<file path="src/rtl/cpu_pkg.sv">
// Shared encodings for the multi-cycle CPU controller: opcodes, ALU and PC-source
// codes, trap causes, FSM state encoding and the opcode-class struct.
package cpu_pkg;

    localparam logic [6:0] OP_ADD  = 7'd0;
    localparam logic [6:0] OP_SUB  = 7'd1;
    localparam logic [6:0] OP_MUL  = 7'd2;
    localparam logic [6:0] OP_LDB  = 7'd16;
    localparam logic [6:0] OP_LDW  = 7'd17;
    localparam logic [6:0] OP_STB  = 7'd18;
    localparam logic [6:0] OP_STW  = 7'd19;
    localparam logic [6:0] OP_BEQ  = 7'd48;
    localparam logic [6:0] OP_JUMP = 7'd49;

    localparam logic [3:0] ALU_ADD = 4'd0;
    localparam logic [3:0] ALU_SUB = 4'd1;
    localparam logic [3:0] ALU_MUL = 4'd2;

    localparam logic [1:0] PC_SRC_PC4    = 2'd0;
    localparam logic [1:0] PC_SRC_BRANCH = 2'd1;
    localparam logic [1:0] PC_SRC_JUMP   = 2'd2;

    localparam logic [1:0] TRAP_NONE    = 2'd0;
    localparam logic [1:0] TRAP_ILLEGAL = 2'd1;
    localparam logic [1:0] TRAP_TIMEOUT = 2'd2;

    typedef enum logic [2:0] {
        ST_FETCH  = 3'd0,
        ST_DECODE = 3'd1,
        ST_EXEC   = 3'd2,
        ST_MEM    = 3'd3,
        ST_WB     = 3'd4,
        ST_TRAP   = 3'd5
    } state_t;

    typedef struct packed {
        logic legal;
        logic is_alu;
        logic is_load;
        logic is_store;
        logic is_byte;
        logic is_branch;
        logic is_jump;
    } op_class_t;

endpackage

</file>
<file path="src/rtl/ctrl_opdecode.sv">
// Combinational opcode classifier: maps a 7-bit opcode onto the instruction
// class flags the sequencer steers on.
module ctrl_opdecode
    import cpu_pkg::*;
(
    input  logic [6:0] opcode,
    output op_class_t  cls
);

    always_comb begin
        cls = '0;
        case (opcode)
            OP_ADD, OP_SUB, OP_MUL: begin
                cls.legal  = 1'b1;
                cls.is_alu = 1'b1;
            end
            OP_LDB: begin
                cls.legal   = 1'b1;
                cls.is_load = 1'b1;
                cls.is_byte = 1'b1;
            end
            OP_LDW: begin
                cls.legal   = 1'b1;
                cls.is_load = 1'b1;
            end
            OP_STB: begin
                cls.legal    = 1'b1;
                cls.is_store = 1'b1;
                cls.is_byte  = 1'b1;
            end
            OP_STW: begin
                cls.legal    = 1'b1;
                cls.is_store = 1'b1;
            end
            OP_BEQ: begin
                cls.legal     = 1'b1;
                cls.is_branch = 1'b1;
            end
            OP_JUMP: begin
                cls.legal   = 1'b1;
                cls.is_jump = 1'b1;
            end
            default: ;
        endcase
    end

endmodule

</file>
<file path="src/rtl/multicycle_ctrl.sv">
// Multi-cycle FETCH/DECODE/EXEC/MEM/WB sequencer with memory-ready timeout and
// illegal-opcode trap. Define MUL_STALL_EN to hold MUL in EXEC for MUL_LATENCY cycles.
module multicycle_ctrl
    import cpu_pkg::*;
#(
    parameter int MEM_TIMEOUT = 16,
    parameter int MUL_LATENCY = 4
) (
    input  logic       clk,
    input  logic       rst,
    input  logic [6:0] opcode,
    input  logic       zero,
    input  logic       imem_ready,
    input  logic       dmem_ready,
    output logic       imem_req,
    output logic       ir_write,
    output logic       pc_write,
    output logic [1:0] pc_src,
    output logic       alu_src,
    output logic [3:0] alu_ctrl,
    output logic       dmem_rd_b,
    output logic       dmem_rd_w,
    output logic       dmem_wr_b,
    output logic       dmem_wr_w,
    output logic       reg_write,
    output logic       mem_to_reg,
    output logic       trap,
    output logic [1:0] trap_cause,
    output state_t     dbg_state
);

    if (MEM_TIMEOUT < 1 || MUL_LATENCY < 1) begin : g_bad_param
        $error("multicycle_ctrl: MEM_TIMEOUT and MUL_LATENCY must be >= 1");
    end

    localparam int WCW = (MEM_TIMEOUT > 1) ? $clog2(MEM_TIMEOUT) : 1;
    localparam logic [WCW-1:0] TO_LAST = WCW'(MEM_TIMEOUT - 1);

    state_t           state_q, state_d;
    logic [6:0]       op_q, op_d;
    logic [WCW-1:0]   wait_q, wait_d;
    logic [1:0]       cause_q, cause_d;
    logic [6:0]       dec_in;
    op_class_t        cls;

`ifdef MUL_STALL_EN
    localparam int MCW = (MUL_LATENCY > 1) ? $clog2(MUL_LATENCY) : 1;
    localparam logic [MCW-1:0] MUL_LAST = MCW'(MUL_LATENCY - 1);
    logic [MCW-1:0]   mul_q, mul_d;
`endif

    // DECODE classifies the live opcode; later states use the latched copy.
    assign dec_in = (state_q == ST_DECODE) ? opcode : op_q;

    ctrl_opdecode u_opdecode (
        .opcode (dec_in),
        .cls    (cls)
    );

    always_comb begin
        state_d = state_q;
        op_d    = op_q;
        cause_d = cause_q;
        wait_d  = '0;
`ifdef MUL_STALL_EN
        mul_d   = mul_q;
`endif
        case (state_q)
            ST_FETCH: begin
                if (imem_ready) begin
                    state_d = ST_DECODE;
                end else if (wait_q == TO_LAST) begin
                    state_d = ST_TRAP;
                    cause_d = TRAP_TIMEOUT;
                end else begin
                    wait_d = wait_q + 1'b1;
                end
            end
            ST_DECODE: begin
                op_d = opcode;
                if (cls.legal) begin
                    state_d = ST_EXEC;
                end else begin
                    state_d = ST_TRAP;
                    cause_d = TRAP_ILLEGAL;
                end
            end
            ST_EXEC: begin
                if (cls.is_alu) begin
`ifdef MUL_STALL_EN
                    if (op_q == OP_MUL && mul_q != MUL_LAST) begin
                        mul_d = mul_q + 1'b1;
                    end else begin
                        mul_d   = '0;
                        state_d = ST_WB;
                    end
`else
                    state_d = ST_WB;
`endif
                end else if (cls.is_load || cls.is_store) begin
                    state_d = ST_MEM;
                end else begin
                    state_d = ST_FETCH;
                end
            end
            ST_MEM: begin
                // Ready wins over a timeout expiring in the same cycle.
                if (dmem_ready) begin
                    state_d = cls.is_load ? ST_WB : ST_FETCH;
                end else if (wait_q == TO_LAST) begin
                    state_d = ST_TRAP;
                    cause_d = TRAP_TIMEOUT;
                end else begin
                    wait_d = wait_q + 1'b1;
                end
            end
            ST_WB:   state_d = ST_FETCH;
            ST_TRAP: ;
            default: state_d = ST_FETCH;
        endcase
    end

    always_ff @(posedge clk) begin
        if (rst) begin
            state_q <= ST_FETCH;
            op_q    <= '0;
            wait_q  <= '0;
            cause_q <= TRAP_NONE;
`ifdef MUL_STALL_EN
            mul_q   <= '0;
`endif
        end else begin
            state_q <= state_d;
            op_q    <= op_d;
            wait_q  <= wait_d;
            cause_q <= cause_d;
`ifdef MUL_STALL_EN
            mul_q   <= mul_d;
`endif
        end
    end

    always_comb begin
        imem_req   = 1'b0;
        ir_write   = 1'b0;
        pc_write   = 1'b0;
        pc_src     = PC_SRC_PC4;
        alu_src    = 1'b0;
        alu_ctrl   = ALU_ADD;
        dmem_rd_b  = 1'b0;
        dmem_rd_w  = 1'b0;
        dmem_wr_b  = 1'b0;
        dmem_wr_w  = 1'b0;
        reg_write  = 1'b0;
        mem_to_reg = 1'b0;
        trap       = 1'b0;
        trap_cause = TRAP_NONE;
        if (!rst) begin
            trap_cause = cause_q;
            case (state_q)
                ST_FETCH: begin
                    imem_req = 1'b1;
                    if (imem_ready) begin
                        ir_write = 1'b1;
                        pc_write = 1'b1;
                    end
                end
                ST_EXEC: begin
                    if (cls.is_alu) begin
                        alu_ctrl = op_q[3:0];
                    end else if (cls.is_load || cls.is_store) begin
                        alu_src = 1'b1;
                    end else if (cls.is_branch) begin
                        alu_ctrl = ALU_SUB;
                        pc_write = zero;
                        pc_src   = PC_SRC_BRANCH;
                    end else if (cls.is_jump) begin
                        pc_write = 1'b1;
                        pc_src   = PC_SRC_JUMP;
                    end
                end
                ST_MEM: begin
                    alu_src   = 1'b1;
                    dmem_rd_b = cls.is_load  &  cls.is_byte;
                    dmem_rd_w = cls.is_load  & ~cls.is_byte;
                    dmem_wr_b = cls.is_store &  cls.is_byte;
                    dmem_wr_w = cls.is_store & ~cls.is_byte;
                end
                ST_WB: begin
                    reg_write  = 1'b1;
                    mem_to_reg = cls.is_load;
                end
                ST_TRAP: trap = 1'b1;
                default: ;
            endcase
        end
    end

    assign dbg_state = state_q;

endmodule

</file>
<file path="config.mk">
export PLATFORM = sky130hd
export DESIGN_NAME = multicycle_ctrl
export DESIGN_NICKNAME = d
export VERILOG_FILES = /design/src/rtl/cpu_pkg.sv /design/src/rtl/ctrl_opdecode.sv /design/src/rtl/multicycle_ctrl.sv
export SDC_FILE = /design/constraint.sdc
export NUM_CORES = 1
export LEC_CHECK = 0
export ABC_AREA = 0
export CORE_UTILIZATION = 51
export DETAILED_ROUTE_END_ITERATION = 7
export DONT_BUFFER_PORTS = 1
export GPL_TIMING_DRIVEN = 0
export PLACE_DENSITY = 0.71
export SYNTH_ARGS = -nofsm -noshare
export SYNTH_HDL_FRONTEND = slang
export SYNTH_SLANG_ARGS = --single-unit
export TNS_END_PERCENT = 30
</file>
<file path="constraint.sdc">
create_clock -name clk -period 1.9 [get_ports clk]
set_clock_uncertainty 0.15 [all_clocks]
set_input_delay 0.57 -clock clk [delete_from_list [all_inputs] [get_ports clk]]
set_output_delay 0.57 -clock clk [all_outputs]
set_load 0.05 [all_outputs]
</file>
==> results.txt <==
H-tree Lvls - 1
P_leak - 0.000495 µW
deepest clock path buffer count - 2
setup ws final - -0.989 ns
Crit Path Category - register to output pin
worst-margin pin slew - 0.776 ns
depth of the worst register-to-register path - 8
Mapped Cells - 121
share of cells above drive strength 1 - 40.9%
largest net degree at the start of global routing - 11
slowest CP cell - nor4_4
DRC Markers - 0
post-synthesis sequential area ratio - 31.0%
Max VDD drop - 0.564 mV
Initial Util - 56.8%
Post-Syn Area - 1030 µm²
fillers - 144
Detailed Place HPWL - 1.75 mm
Ys Warns - 0
Largest stage delay, worst path - 0.69 ns
CTS tree - done
Yosys cell types - 46
via count - 920
worst slack, placed - -0.709 ns
Int Pwr - 579 µW
minimum clock period - 2.89 ns
RSZ-0062 raised after global routing - yes
overflow left after global routing - 0
clock sinks - 16
failing checks - setup timing
period utilisation layout - 152%
die area - 2210 µm²
synthesis-stage register bit count - 16
Num CTS Buffers - 3
clock latency on the worst-skew pair - 0.29 ns
FP Rows - 15
via/cell ratio - 5.86
EDFF count, synth - 0
CP startpoint kind - register
crit-path cells - buf_8, nor4_4, and2_4, o21bai_4
first-pass GRT wire length - 3.57 mm
share of power burned in registers - 44.7%
vias in the first global route - 820
antenna violations before repair - 0
fin cells - 157
Synth async-reset ratio - 0%
achievable frequency - 346 MHz
Clk pwr share - 20.7%
GRT Total Usage - 23.1%
Power Dens Cells - 681 nW/µm²
n_diodes - 0
Hold WC Path Type - input pin to register
max-slew violations - 0
WP data arrival - 2.17 ns
IO Pins - 34
final WL - 2.51 mm
Root Buffer - clkbuf_4
drt pass-1 iters - 4
Final GP Congestion - 0.863
status - finished with violations
Post-DRT Antenna Nets - 0
area of the core - 1820 µm²
Most used DFF post-synth - dfxtp_1
iteration-0 DRC count of the detailed router - 20
WP data required - 1.18 ns
Worst Setup End Kind - output pin
routed length per instance - 16.0 µm
area delta synth->final - 28.4%
max_slew headroom - 47.8%
R2R setup slack - 0 ns
Logic pwr share - 34.5%
Final Setup Violations - 15
Placed Cells incl. Taps - 147
nets@finish - 146
critical path peak fanout - 3
clock-pin transition on the worst setup and hold timing paths - 0.10 ns
final core occ - 73.0%
Min-Delay Path Depth - 1
Die X - 47.0 µm
max_cap viols - 0
Port Buffer Count - 0
die height - 47.0 µm
switching pwr - 326 µW
Fin. Hold Viols - 0
Sw Share - 36.0%
mean post-synth cell area - 8.55 µm²
[repair_timing]
action / in CTS / in global routing
hold buffers: 0 / 0
pin swaps: 8 / 7
gates resized for setup: 22 / 12
buffers inserted: 6 / 1
setup endpoints to repair: 17 / 26
[layer usage]
metal / vias up / GRT usage [%] / share of wire (%)
li1: 449 / - / -
met1: 437 / 32.6 / 45
met4: 0 / 6.86 / 0.56
met3: 2 / 4.62 / 5.2
met2: 32 / 35.6 / 49
met5: - / 0 / 0
[final cells by class]
class | count | area (µm²) | share of cell area [%]
timing repair buffer | 7 | 75.1 | 5.65
multi-input combinational | 98 | 800 | 60.2
tap | 25 | 31.3 | 2.35
sequential | 16 | 332 | 25.0
clock buffer | 4 | 26.3 | 1.98
inverter | 1 | 3.75 | 0.282
buffer | 6 | 61.3 | 4.61
[through the flow]
| step | TNS [ns] | hold slack, ns | power [µW] | area [µm²] |
|---|---|---|---|---|
| floorplan | -5.47 | 0.279 | 631 | 1110 |
| global placement | -6.89 | 0.293 | 659 | 1140 |
| detailed placement | -7.09 | 0.308 | 663 | 1140 |
| CTS | -10.28 | 0.282 | 894 | 1290 |
| global route | -11.33 | 0.281 | 953 | 1330 |
| finish | -10.13 | 0.291 | 905 | 1330 |
[kinds of logic after synthesis]
group	share of synthesized area, %
compound gates	12.9
xor+xnor	1.69
fa+ha+maj	1.21
buf+inv	6.17
flops	31.0
mux	10.3
other cells	0.362
simple gates	36.4
[flip-flops by register name, summed over array words and instances (netlist names)]
register	cells
dbg_state	3
wait_q	4
cause_q	2
op_q	7
[synthesized netlist by cell type, drive strengths merged, types with 3 or more instances]
cell type / number / area (µm²)
nand2: 5 / 18.8
dfxtp: 16 / 320
mux2i: 8 / 80.1
nor3: 7 / 45.0
nand3: 4 / 32.5
and3: 4 / 27.5
nor2: 25 / 93.8
buf: 6 / 56.3
and2: 4 / 26.3
o21ai: 4 / 20.0
a21oi: 3 / 15.0
nand4: 3 / 18.8
[layout by cell type, fill, tap and decap left out, drive strengths merged, types with 2 or more instances in the layout]
cell	synthesis	layout
nor4	2	2
a21boi	2	2
nand3	4	4
mux2	2	2
a21oi	3	3
nor2b	2	2
nand4	3	3
conb	1	2
o21ai	4	4
nor2	25	25
dfxtp	16	16
nor3	7	7
and3	4	4
mux2i	8	8
and2	4	4
clkbuf	1	5
buf	6	12
nand2	5	5
or2	2	2
nor3b	2	2
[power groups by stage]
stage | registers (µW) | clock network, µW | logic [µW]
after floorplan | 402 | 0 | 229
after global placement | 407 | 0 | 251
after detailed placement | 408 | 0 | 255
after CTS | 402 | 193 | 299
after global routing | 409 | 212 | 331
final | 405 | 187 | 313
[worst max-delay path: cells and delay by family (launching register included)]
family | cells | cell delay [ns]
simple gates | 2 | 1.07
compound gates | 1 | 0.24
flops | 1 | 0.42
buf+inv | 1 | 0.14
[worst paths after layout]
path | startpoint | to
max | dbg_state[2] | pc_write
min | dmem_ready | dbg_state[2]
max reg2reg | dbg_state[2] | cause_q[1]
min reg2reg | wait_q[0] | wait_q[0]
(Power assumes the default switching activity.)
==> variant, RTL diff (same flow settings) <==
Change the parameter `MEM_TIMEOUT` from 16 to 32.
--- a/src/rtl/multicycle_ctrl.sv
+++ b/src/rtl/multicycle_ctrl.sv
@@ -5,3 +5,3 @@
 #(
-    parameter int MEM_TIMEOUT = 16,
+    parameter int MEM_TIMEOUT = 32,
     parameter int MUL_LATENCY = 4
Function: same outputs for any inputs over 10 cycles, from zero or initial values and one cycle with rst high; that may be too few to reach the edited logic, so the function may still have changed.
==> variant against the original RTL <==
- the run still ends with negative setup slack left
- routed wire length up 6.6%
- via count up 13%
- sequential share of layout area down 0.17 points
- hold slack worse by 32 ps
- maximum frequency down 2.5%
- sequential cell count up 1
- sequential power up 17%
- cell area up 6.8%
- non-clock buffer count up 5
- area after synthesis up 0.97%
- setup slack worse by 75 ps
- cell count up 11%
- total power up 33%
- critical endpoint is now dmem_rd_w
- largest power group is now combinational logic
==> variant: results (changes against the original RTL) <==
\begin{tabular}{lr}
\hline
Metric & Value \\
\hline
\multicolumn{2}{l}{\textbf{Run status}} \\
\quad Run status & finished, violations left \\
\quad Violations in the final reports & negative setup slack \\
\multicolumn{2}{l}{\textbf{Drt}} \\
\quad Routed WL per cell & 15.4 um (-3.8\%) \\
\quad Detailed-routing iteration count for the pre-antenna-repair pass & 6 (+2) \\
\quad Via/cell ratio & 5.97 (+1.8\%) \\
\quad Number of DRC markers after the initial detailed-route iteration & 29 (+45\%) \\
\multicolumn{2}{l}{\textbf{Global routing}} \\
\quad Total routing resource utilization after global routing & 23.8\% (+0.70 points) \\
\quad Via count of the first global-routing pass & 831 (+1.3\%) \\
\multicolumn{2}{l}{\textbf{Place}} \\
\quad Placement-stage worst setup slack & -792 ps (-82.6 ps) \\
\quad Post-detailed-placement half-perimeter wirelength & 1850 um (+5.4\%) \\
\quad Final weighted congestion in routability-driven placement & 0.785 (-9.0\%) \\
\quad Placed inst area & 0.00124 mm\^{}2 (+9.1\%) \\
\multicolumn{2}{l}{\textbf{Yosys}} \\
\quad Share of the yosys chip area belonging to registers & 32.6\% (+1.6 points) \\
\quad Commonest cells in the netlist & sky130\_fd\_sc\_hd\_\_nand2\_1, sky130\_fd\_sc\_hd\_\_dfxtp\_1, sky130\_fd\_sc\_hd\_\_a21oi\_1 \\
\quad Synth cell types & 44 (-4.3\%) \\
\multicolumn{2}{l}{\textbf{Min path}} \\
\quad Number of cells on the worst hold path & 2 (+1) \\
\multicolumn{2}{l}{\textbf{Setup path}} \\
\quad Largest stage delay on the critical path & 460 ps (-230 ps) \\
\quad Arrival time at the worst endpoint & 2240 ps (+70 ps) \\
\quad Worst-case register-to-register setup slack & -310 ps (-310 ps) \\
\multicolumn{2}{l}{\textbf{STA}} \\
\quad Total setup violations reported at the end of the flow & 20 (+5) \\
\quad Slew at the pin closest to its max-slew limit & 753 ps (-23.1 ps) \\
\quad Sum of negative setup slack & -13090 ps (-2950 ps) \\
\quad Smallest setup slack after layout & -1060 ps (-74.8 ps) \\
\multicolumn{2}{l}{\textbf{Final layout}} \\
\quad Share of post-route cells with drive strength above 1 & 38.1\% (-2.8 points) \\
\multicolumn{2}{l}{\textbf{CTS}} \\
\quad Num Clock Sinks & 17 (+1) \\
\hline
\end{tabular}
-- variant: cell types whose count changed in the layout (fill, tap and decap cells not counted), sizes merged, moves of 2 or more --
cell / delta
a211oi: +3
a21oi: +7
buf: +4
mux2: -2
mux2i: -7
nand2: +17
nand2b: +2
nand3b: +3
nand4: -2
nor2: -16
nor3: +2
nor3b: +2
or2: -2
-- variant: logic make-up after synthesis --
kind of cell,synth area share (%)
AND/OR/NAND/NOR,37.8
multiplexers,0.958
buffers and inverters,5.87
other,0.359
adder cells (fa/ha/maj),2.39
flip-flops,32.6
XOR/XNOR,1.68
AO/OA/AOI/OAI,18.3
-- variant: power groups by stage --
stage / combinational, mW / sequential [mW] / clock, mW
3_3_place_gp: 0.432 / 0.477 / 0
5_1_grt: 0.567 / 0.479 / 0.219
6_report: 0.530 / 0.473 / 0.201
4_1_cts: 0.482 / 0.471 / 0.198
3_5_place_dp: 0.438 / 0.478 / 0
2_1_floorplan: 0.381 / 0.470 / 0
-- variant: path summary, 6_finish.rpt --
kind | start | end
setup / recovery | dbg_state[0] | dmem_rd_w
hold reg to reg | wait_q[0] | wait_q[0]
hold / removal | opcode[3] | op_q[3]
setup reg to reg | dbg_state[0] | dbg_state[2]
-- variant: worst max-delay path: cells and delay by family (launching register included) --
kind | cells | cell delay, ps
buffers and inverters | 2 | 290
AOI/OAI and AO/OA | 1 | 370
DFF | 1 | 460
and+or+nand+nor | 2 | 820
-- variant: cell type report --
type | instances | area (um^2)
tap | 27 | 33.8
multi-input combinational | 108 | 838
fill | 164 | 523
sequential | 17 | 352
timing repair buffer | 8 | 60.1
buffer | 10 | 109
clock buffer | 4 | 26.3
-- variant: what timing repair did --
item                       in CTS  in global routing
resized for setup              18                  8
setup endpoints to repair      22                 22
buffers inserted                4                  4
pin swaps                       9                  4
hold endpoints to repair        0                  0
-- variant: routing by layer --
layer  up-vias  global-route usage, %  share of wire (%)
met5         -                      0                  0
met4         0                   5.14               0.82
met3         4                   3.46                4.2
met2        37                   40.0                 48
met1       497                   32.0                 47
li1        500                      -                  -
